--- src/rtl/key_cmd_encoder.sv ---
// key_cmd_encoder: keyboard keycode pair to registered player command with direction stack and bomb cooldown.
// Define KEY_CMD_AUTOFIRE_EN to repeat bomb requests while the bomb key stays held.
module key_cmd_encoder #(
  parameter logic [7:0] KEY_UP        = 8'h1A,
  parameter logic [7:0] KEY_DOWN      = 8'h16,
  parameter logic [7:0] KEY_LEFT      = 8'h04,
  parameter logic [7:0] KEY_RIGHT     = 8'h07,
  parameter logic [7:0] KEY_BOMB      = 8'h2C,
  parameter int         BOMB_COOLDOWN = 8
) (
  input  logic       Reset,
  input  logic       frame_clk,
  input  logic [7:0] keycode0,
  input  logic [7:0] keycode1,
  output logic [2:0] command,
  output logic       enabled,
  output logic       bomb_pulse
);
  function automatic logic hit(input logic [7:0] k0, input logic [7:0] k1, input logic [7:0] code);
    hit = (code != 8'h00) && ((k0 == code) || (k1 == code));
  endfunction
  logic [4:0]      held, prev_held_q, press, rel;
  logic [3:0]      dir_press, dir_rel;
  logic [3:0][1:0] id_q, id_d;
  logic [3:0]      vld_q, vld_d;
  logic [7:0]      cd_q, cd_d;
  logic [2:0]      cmd_q, cmd_d;
  logic            en_q, en_d, bp_q, fire;
  logic [1:0]      n;
  // Bit order matches direction ids: up=0, down=1, left=2, right=3, bomb=4.
  assign held = {hit(keycode0, keycode1, KEY_BOMB), hit(keycode0, keycode1, KEY_RIGHT),
                 hit(keycode0, keycode1, KEY_LEFT), hit(keycode0, keycode1, KEY_DOWN),
                 hit(keycode0, keycode1, KEY_UP)};
  assign press     = held & ~prev_held_q;
  assign rel       = ~held & prev_held_q;
  assign dir_press = press[3:0];
  assign dir_rel   = rel[3:0];
`ifdef KEY_CMD_AUTOFIRE_EN
  assign fire = held[4] && (cd_q == 8'd0);
`else
  assign fire = press[4] && (cd_q == 8'd0);
`endif
  assign cd_d = fire ? 8'(BOMB_COOLDOWN) : (cd_q != 8'd0) ? cd_q - 8'd1 : 8'd0;
  // Drop released directions keeping order, then push new presses so up lands on top.
  always_comb begin
    id_d  = '0;
    vld_d = '0;
    n     = 2'd0;
    for (int i = 0; i < 4; i++) begin
      if (vld_q[i] && !dir_rel[id_q[i]]) begin
        id_d[n]  = id_q[i];
        vld_d[n] = 1'b1;
        n        = n + 2'd1;
      end
    end
    for (int d = 3; d >= 0; d--) begin
      if (dir_press[d]) begin
        id_d  = {id_d[2:0], 2'(d)};
        vld_d = {vld_d[2:0], 1'b1};
      end
    end
  end
  // Command chosen from the post-update stack; a firing bomb overrides movement.
  always_comb begin
    cmd_d = fire ? 3'd4 : vld_d[0] ? {1'b0, id_d[0]} : 3'd5;
    en_d  = !fire && vld_d[0];
  end
  // Frame state and registered outputs.
  always_ff @(posedge frame_clk or posedge Reset) begin
    if (Reset) begin
      prev_held_q <= '0;
      id_q        <= '0;
      vld_q       <= '0;
      cd_q        <= '0;
      cmd_q       <= 3'd5;
      en_q        <= 1'b0;
      bp_q        <= 1'b0;
    end else begin
      prev_held_q <= held;
      id_q        <= id_d;
      vld_q       <= vld_d;
      cd_q        <= cd_d;
      cmd_q       <= cmd_d;
      en_q        <= en_d;
      bp_q        <= fire;
    end
  end
  assign command    = cmd_q;
  assign enabled    = en_q;
  assign bomb_pulse = bp_q;
endmodule

--- config.mk ---
export PLATFORM = sky130hd
export DESIGN_NAME = key_cmd_encoder
export DESIGN_NICKNAME = d
export VERILOG_FILES = /design/src/rtl/key_cmd_encoder.sv
export SDC_FILE = /design/constraint.sdc
export NUM_CORES = 1
export LEC_CHECK = 0
export CAP_MARGIN = 25
export CELL_PAD_IN_SITES_DETAIL_PLACEMENT = 1
export CELL_PAD_IN_SITES_GLOBAL_PLACEMENT = 1
export CORE_MARGIN = 2
export CORE_UTILIZATION = 40
export DETAILED_ROUTE_END_ITERATION = 6
export DONT_BUFFER_PORTS = 1
export PLACE_DENSITY_LB_ADDON = 0.1
export SETUP_SLACK_MARGIN = 0.3
export SLEW_MARGIN = 20
export SYNTH_ARGS = -nofsm -noshare
export SYNTH_HDL_FRONTEND = slang
export SYNTH_SLANG_ARGS = --single-unit
--- constraint.sdc ---
create_clock -name frame_clk -period 3.7 [get_ports frame_clk]
set_input_delay 0.37 -clock frame_clk [delete_from_list [all_inputs] [get_ports frame_clk]]
set_output_delay 0.37 -clock frame_clk [all_outputs]
set_load 0.02 [all_outputs]
# Word level (Yosys, flattened, before mapping)
# Cells that the tools add are included.
# word_totals
reg_bits	30
output_inout_bits	5
# classes
add_sub_neg	3
order_cmp	10
eq_ne	10
muxes	46
n_bitwise	7
n_reduce_logical	21
# op_table
operator	n
$mux 8	9
$eq 8x3->1 const B	4
$eq 8x5->1 const B	4
$mux 4	7
$bwmux 8	3
$lt 2x3->1 const B	6
$eq 8x6->1 const B	2
$demux 2 s2	3
$mux 2	6
$logic_and 1x1->1	9
$mux 1	9
$bmux 1 s2	4
$logic_not 8->1	1
$or 4x4->4	2
$reduce_bool 8->1	1
$sub 8x1->8 const B	1
$demux 1 s2	3
$mux 3	2
$and 5x5->5	1
$logic_not 1->1	5
$logic_or 1x1->1	5
$not 5->5	1
$and 4x4->4	1
$ge 2x1->1 const B	2
other kinds (6)	6

# Logic depth before layout (Yosys ltp)
# depth
word_depth	25
mapped_depth	14
depth_no_buf	14

# Least setup slack after synthesis
# No wires, ideal clock.
# synth_timing
kind	input -> register
startpoint	input port keycode0[2]
endpoint	register id_q[6] (netlist bit)
t_arrival_ns	3.771
t_required_ns	3.574
slack_ns	-0.197
cell_stages	12
n_path_buf	0
cell_sequence	or4b_4 -> o221a_4 -> a21boi_0 -> and3_1 -> inv_1 -> fa_1 -> o21bai_2 -> or3_1 -> mux2i_4 -> a211oi_1 -> o31ai_1 -> a221o_1
# synth_via
elab_chain_cells	23
word_cells_on_any_way	58
cone_classes	2 x add/sub; 6 x order compare; 4 x eq/ne; 28 x mux; 3 x bitwise; 15 x reduce/logical
# synth_lines
item	line	rtl
start: declaration	13	input logic [7:0] keycode0,
$eq 8x5->1 / $eq 8x3->1 (equally long branches)	20	hit = (code != 8'h00) && ((k0 == code) || (k1 == code));
$logic_or 1x1->1	20	
$not 4->4	35	assign rel = ~held & prev_held_q;
$and 4x4->4	35	
$bmux 1 s2	50	if (vld_q[i] && !dir_rel[id_q[i]]) begin
$mux 1 (implied by the code)	50	
$logic_not 1->1	50	
$logic_and 1x1->1	50	
[5 not listed]	-	
$lt 2x3->1 (implied by the code), or another cell as far along	51	id_d[n] = id_q[i];
$logic_and 1x1->1 (implied by the code), or another cell as far along	51	
$mux 2 (implied by the code) / $bwmux 8 (equally long branches)	51	
$demux 2 s2 / $mux 8 (equally long branches)	51, 50	
$bwmux 8	51	
$mux 8	50	
$mux 8 (3 in series)	57	if (dir_press[d]) begin
$mux 8 *	57	
end signal: assignment	80	id_q <= id_d;
end: declaration	24	logic [3:0][1:0] id_q, id_d;
# Mark *: on every way between the ends. The rest lies on a longest branch, timed or not. The select of a mux whose other input is x is not followed.

# Worst setup path in the final report
# layout_timing
startpoint	register prev_held_q[2]
endpoint	register id_q[7] (netlist bit)
# layout_via
elab_chain_cells	20
word_cells_on_any_way	50
cone_classes	2 x add/sub; 6 x order compare; 28 x mux; 3 x bitwise; 11 x reduce/logical
# layout_lines
item	line	rtl
start: declaration	22	logic [4:0] held, prev_held_q, press, rel;
start signal: assignment	79	prev_held_q <= held;
$and 4x4->4	35	
$bmux 1 s2	50	
$mux 1 (implied by the code)	50	
$logic_not 1->1	50	
$logic_and 1x1->1	50	
$mux 1	50	
$add 1x1->2, or another cell as far along	53	n = n + 2'd1;
$mux 2 / $logic_and 1x1->1 (equally long branches)	50, 51	
[2 not listed]	-	
$lt 2x3->1 (implied by the code), or another cell as far along	51	
$logic_and 1x1->1 (implied by the code), or another cell as far along	51	
$mux 2 (implied by the code) / $bwmux 8 (equally long branches)	51	
$demux 2 s2 / $mux 8 (equally long branches)	51, 50	
$bwmux 8	51	
$mux 8	50	
$mux 8	57	
$mux 8 * (3 in series)	57	
# Marks and branches as above.

==> reports/summary.txt <==
outcome - finished, final reports clean
CTS Hold Bufs - 0
Req. time, crit path - 3.89 ns
Slew @ Worst Pin - 0.6892 ns
mapped cell area - 0.002686 mm²
Pleak - 1.474 nW
Congestion Overflow GR - 0
DRC viols - 0
post-place instance area - 0.003142 mm²
global-route wire length before repair - 15.10 mm
most used cell, CP - inv_2
Setup TNS Final - 0 ns
Hold Path Class - in -> async
Tmin final - 3.398 ns
P&R area growth vs syn - 28.04%
Max-slew headroom - 54.05%
RSZ-0062 raised after global routing - yes
Inst Count DP - 426
Iteration-0 DRC Markers - 91
Avg Cell Area, Syn - 8.555 µm²
crit-path cells - inv_2 -> a221o_1 -> or3b_4 -> and3_4 -> inv_2 -> fa_2 -> o21bai_4 -> or3_4 -> buf_4 -> a31o_2 -> a211oi_2 -> o31ai_2 -> o221ai_1
Synth warnings - 0
initial antenna violation count - 0
vias - 2724
average wire per standard cell - 21.09 µm
Num CTS Buffers - 5
WL final - 9.238 mm
fin nets - 385
crit path DAT - 3.58 ns
register bit total from synthesis - 30
share of cells above drive strength 1 - 33.80%
CTS sink count - 30
P_sw - 0.6214 mW
vias in the first global route - 2846
die width - 85.95 µm
Async SR Flop Fraction - 100.0%
pwr/cell area - 452.3 mW/mm²
io pins - 23
slowest stage cell, crit path - fa_2
Worst Hold Slack - 0.05825 ns
Logic pwr share - 51.2%
Multi-input gate area - 0.002037 mm²
Core Area - 0.006422 mm²
Int Pwr - 0.9341 mW
CP Launch Type - flop
Synth Flop Type - dfrtp_1
worst reg-to-reg setup slack - 0.30 ns
Setup CP Type - reg -> reg
root buffer cell - clkbuf_8
fin area - 0.003440 mm²
Post-Synthesis Cells - 314
Final Cycle Share - 91.84%
IO Port Bufs - 0
TritonCTS clock tree - built
final slew viol count - 0
Synth cell types - 73
Critical Path Max Stage Delay - 0.47 ns
GR Util All Layers - 26.30%
fmax - 294.3 MHz
Syn Nets - 338
max-cap check violation count - 0
largest net degree at the start of global routing - 31
VDD IR max - 0.3641 mV
FP Rows - 29
clock buffer depth - 2
Die H - 85.95 µm
HPWL after DPL - 7.066 mm
Layout Skew - 0.007721 ns
GP Congestion - 0.8721
post-route ant nets - 0
Filler cells - 751
FF+latch area - 753.2 µm²
Antenna Cells - 0
clk_lat worst skew - 0.28 ns
Final Hold Fails - 0
Final WS setup - 0.3020 ns
Vias/cell - 6.219
die area - 0.007387 mm²
CP endpoint kind - flop
Worst-path clk slew - 0.07 ns
sequential power share - 33.3%
sequential share of the synthesized area - 28.04%
Initial Utilization - 41.83%
Clock power frac - 15.4%
final setup fails - 0
Sw Ratio - 39.95%
worst-path fanout max - 4
htree depth - 2
Non-Filler Instances - 438
pre-CTS WS - -0.08599 ns
DRT Pass-1 Iters - 4
Post-synth EDFFs - 0
==> worst max-delay path, delay by kind of cell, from the launching register on <==
kind / cells / cell delay [ns]
compound gates: 6 / 1.25
fa+ha+maj: 1 / 0.47
buf+inv: 3 / 0.27
flops: 1 / 0.38
simple gates: 3 / 0.94
==> cells in the mapped netlist, types with 4 or more instances <==
cell type | count | area share [%]
a211o_1 | 5 | 1.6
a211oi_1 | 10 | 2.8
a21o_1 | 4 | 1.1
a21oi_1 | 11 | 2.0
a221o_1 | 6 | 2.2
a221oi_1 | 4 | 1.3
a31oi_1 | 4 | 0.93
and3_1 | 4 | 0.93
clkbuf_1 | 10 | 1.4
dfrtp_1 | 28 | 26
ha_1 | 5 | 2.3
inv_1 | 19 | 2.7
nand2_1 | 31 | 4.3
nand2b_1 | 4 | 0.93
nand3_1 | 7 | 1.3
nor2_1 | 40 | 5.6
nor2b_1 | 4 | 0.93
nor3_1 | 6 | 1.1
nor4_1 | 4 | 0.93
o21ai_0 | 11 | 2.0
o22ai_1 | 5 | 1.2
or2_2 | 4 | 0.93
==> power groups by stage <==
stage	sequential [mW]	clock [mW]	combinational, mW
floorplan	0.488	0	0.491
global placement	0.517	0	0.720
detailed placement	0.519	0	0.732
CTS	0.516	0.248	0.757
global route	0.530	0.259	0.880
finish	0.519	0.240	0.797
==> final timing paths <==
kind,startpoint,endpoint,cells past startpoint
setup / recovery,prev_held_q[2]$_DFF_PP0_,id_q[7]$_DFFE_PP0P_,13
hold / removal,Reset,id_q[6]$_DFFE_PP0P_,2
min in group frame_clk,keycode1[5],prev_held_q[4]$_DFF_PP0_,2
setup reg to reg,prev_held_q[2]$_DFF_PP0_,id_q[7]$_DFFE_PP0P_,13
hold reg to reg,prev_held_q[4]$_DFF_PP0_,bomb_pulse$_DFF_PP0_,1
max in group asynchronous,Reset,command[0]$_DFF_PP1_,2
==> per-stage QoR <==
stage          utilization, %  power [mW]
2_1_floorplan               -      0.9788
3_3_place_gp            48.92       1.237
3_5_place_dp            48.92       1.251
4_1_cts                 51.22       1.521
5_1_grt                 53.56       1.669
6_report                53.56       1.556
==> kinds of logic (layout without fill, tap and decap cells) <==
family,count (synthesis),after routing,synth area share [%]
AND/OR/NAND/NOR,134,134,28.32
AO/OA/AOI/OAI,101,101,30.55
flip-flops,30,30,28.04
buffers and inverters,30,77,4.239
multiplexers,8,8,4.145
adder cells (fa/ha/maj),6,6,3.074
XOR/XNOR,5,5,1.630
==> layout make-up <==
class / count / area share (%)
multi-input cells: 254 / 59.22
clock inverters: 2 / 0.2910
flip-flops and latches: 30 / 21.90
well taps: 77 / 2.801
repair buffers: 51 / 11.71
clock buffers: 5 / 2.001
inverters: 19 / 2.073
==> timing repair <==
item / in CTS / in global routing
pin swaps: 7 / 6
endpoints found under the setup margin: 8 / 11
buffers inserted: 2 / 3
resized for setup: 13 / 24
==> sequential cells by signal, indices dropped and copies added, names as in the netlist <==
| register | cells |
|---|---|
| prev_held_q | 5 |
| bomb_pulse | 1 |
| enabled | 1 |
| id_q | 8 |
| cd_q | 8 |
| vld_q | 4 |
| command | 3 |
==> cell usage in the layout (no fill, tap or decap), types with 3 or more instances in the layout <==
cell type	synthesis	layout
a211o_1	5	5
a211oi_1	10	5
a211oi_2	0	5
a21o_1	4	4
a21oi_1	11	9
a221o_1	6	6
a221oi_1	4	3
and3_1	4	3
and4bb_2	3	3
buf_4	0	48
clkbuf_8	0	5
dfrtp_1	28	28
ha_1	5	4
inv_1	19	17
mux2i_1	3	3
nand2_1	31	31
nand2b_1	4	3
nand3_1	7	7
nand4_1	3	3
nor2_1	40	39
nor2b_1	4	4
nor3_1	6	5
nor4_2	0	3
nor4b_4	2	3
o211ai_1	3	3
o21ai_0	11	9
o22a_1	3	3
o22ai_1	5	4
or2_2	4	4
xnor2_1	3	3
==> layer usage <==
metal,global-route usage (%),routed length [µm]
met1,37.08,4427
met4,5.051,88
met3,2.502,262
met5,0,0
met2,44.05,4460
Note: power is estimated with default switching activity, not from simulation.
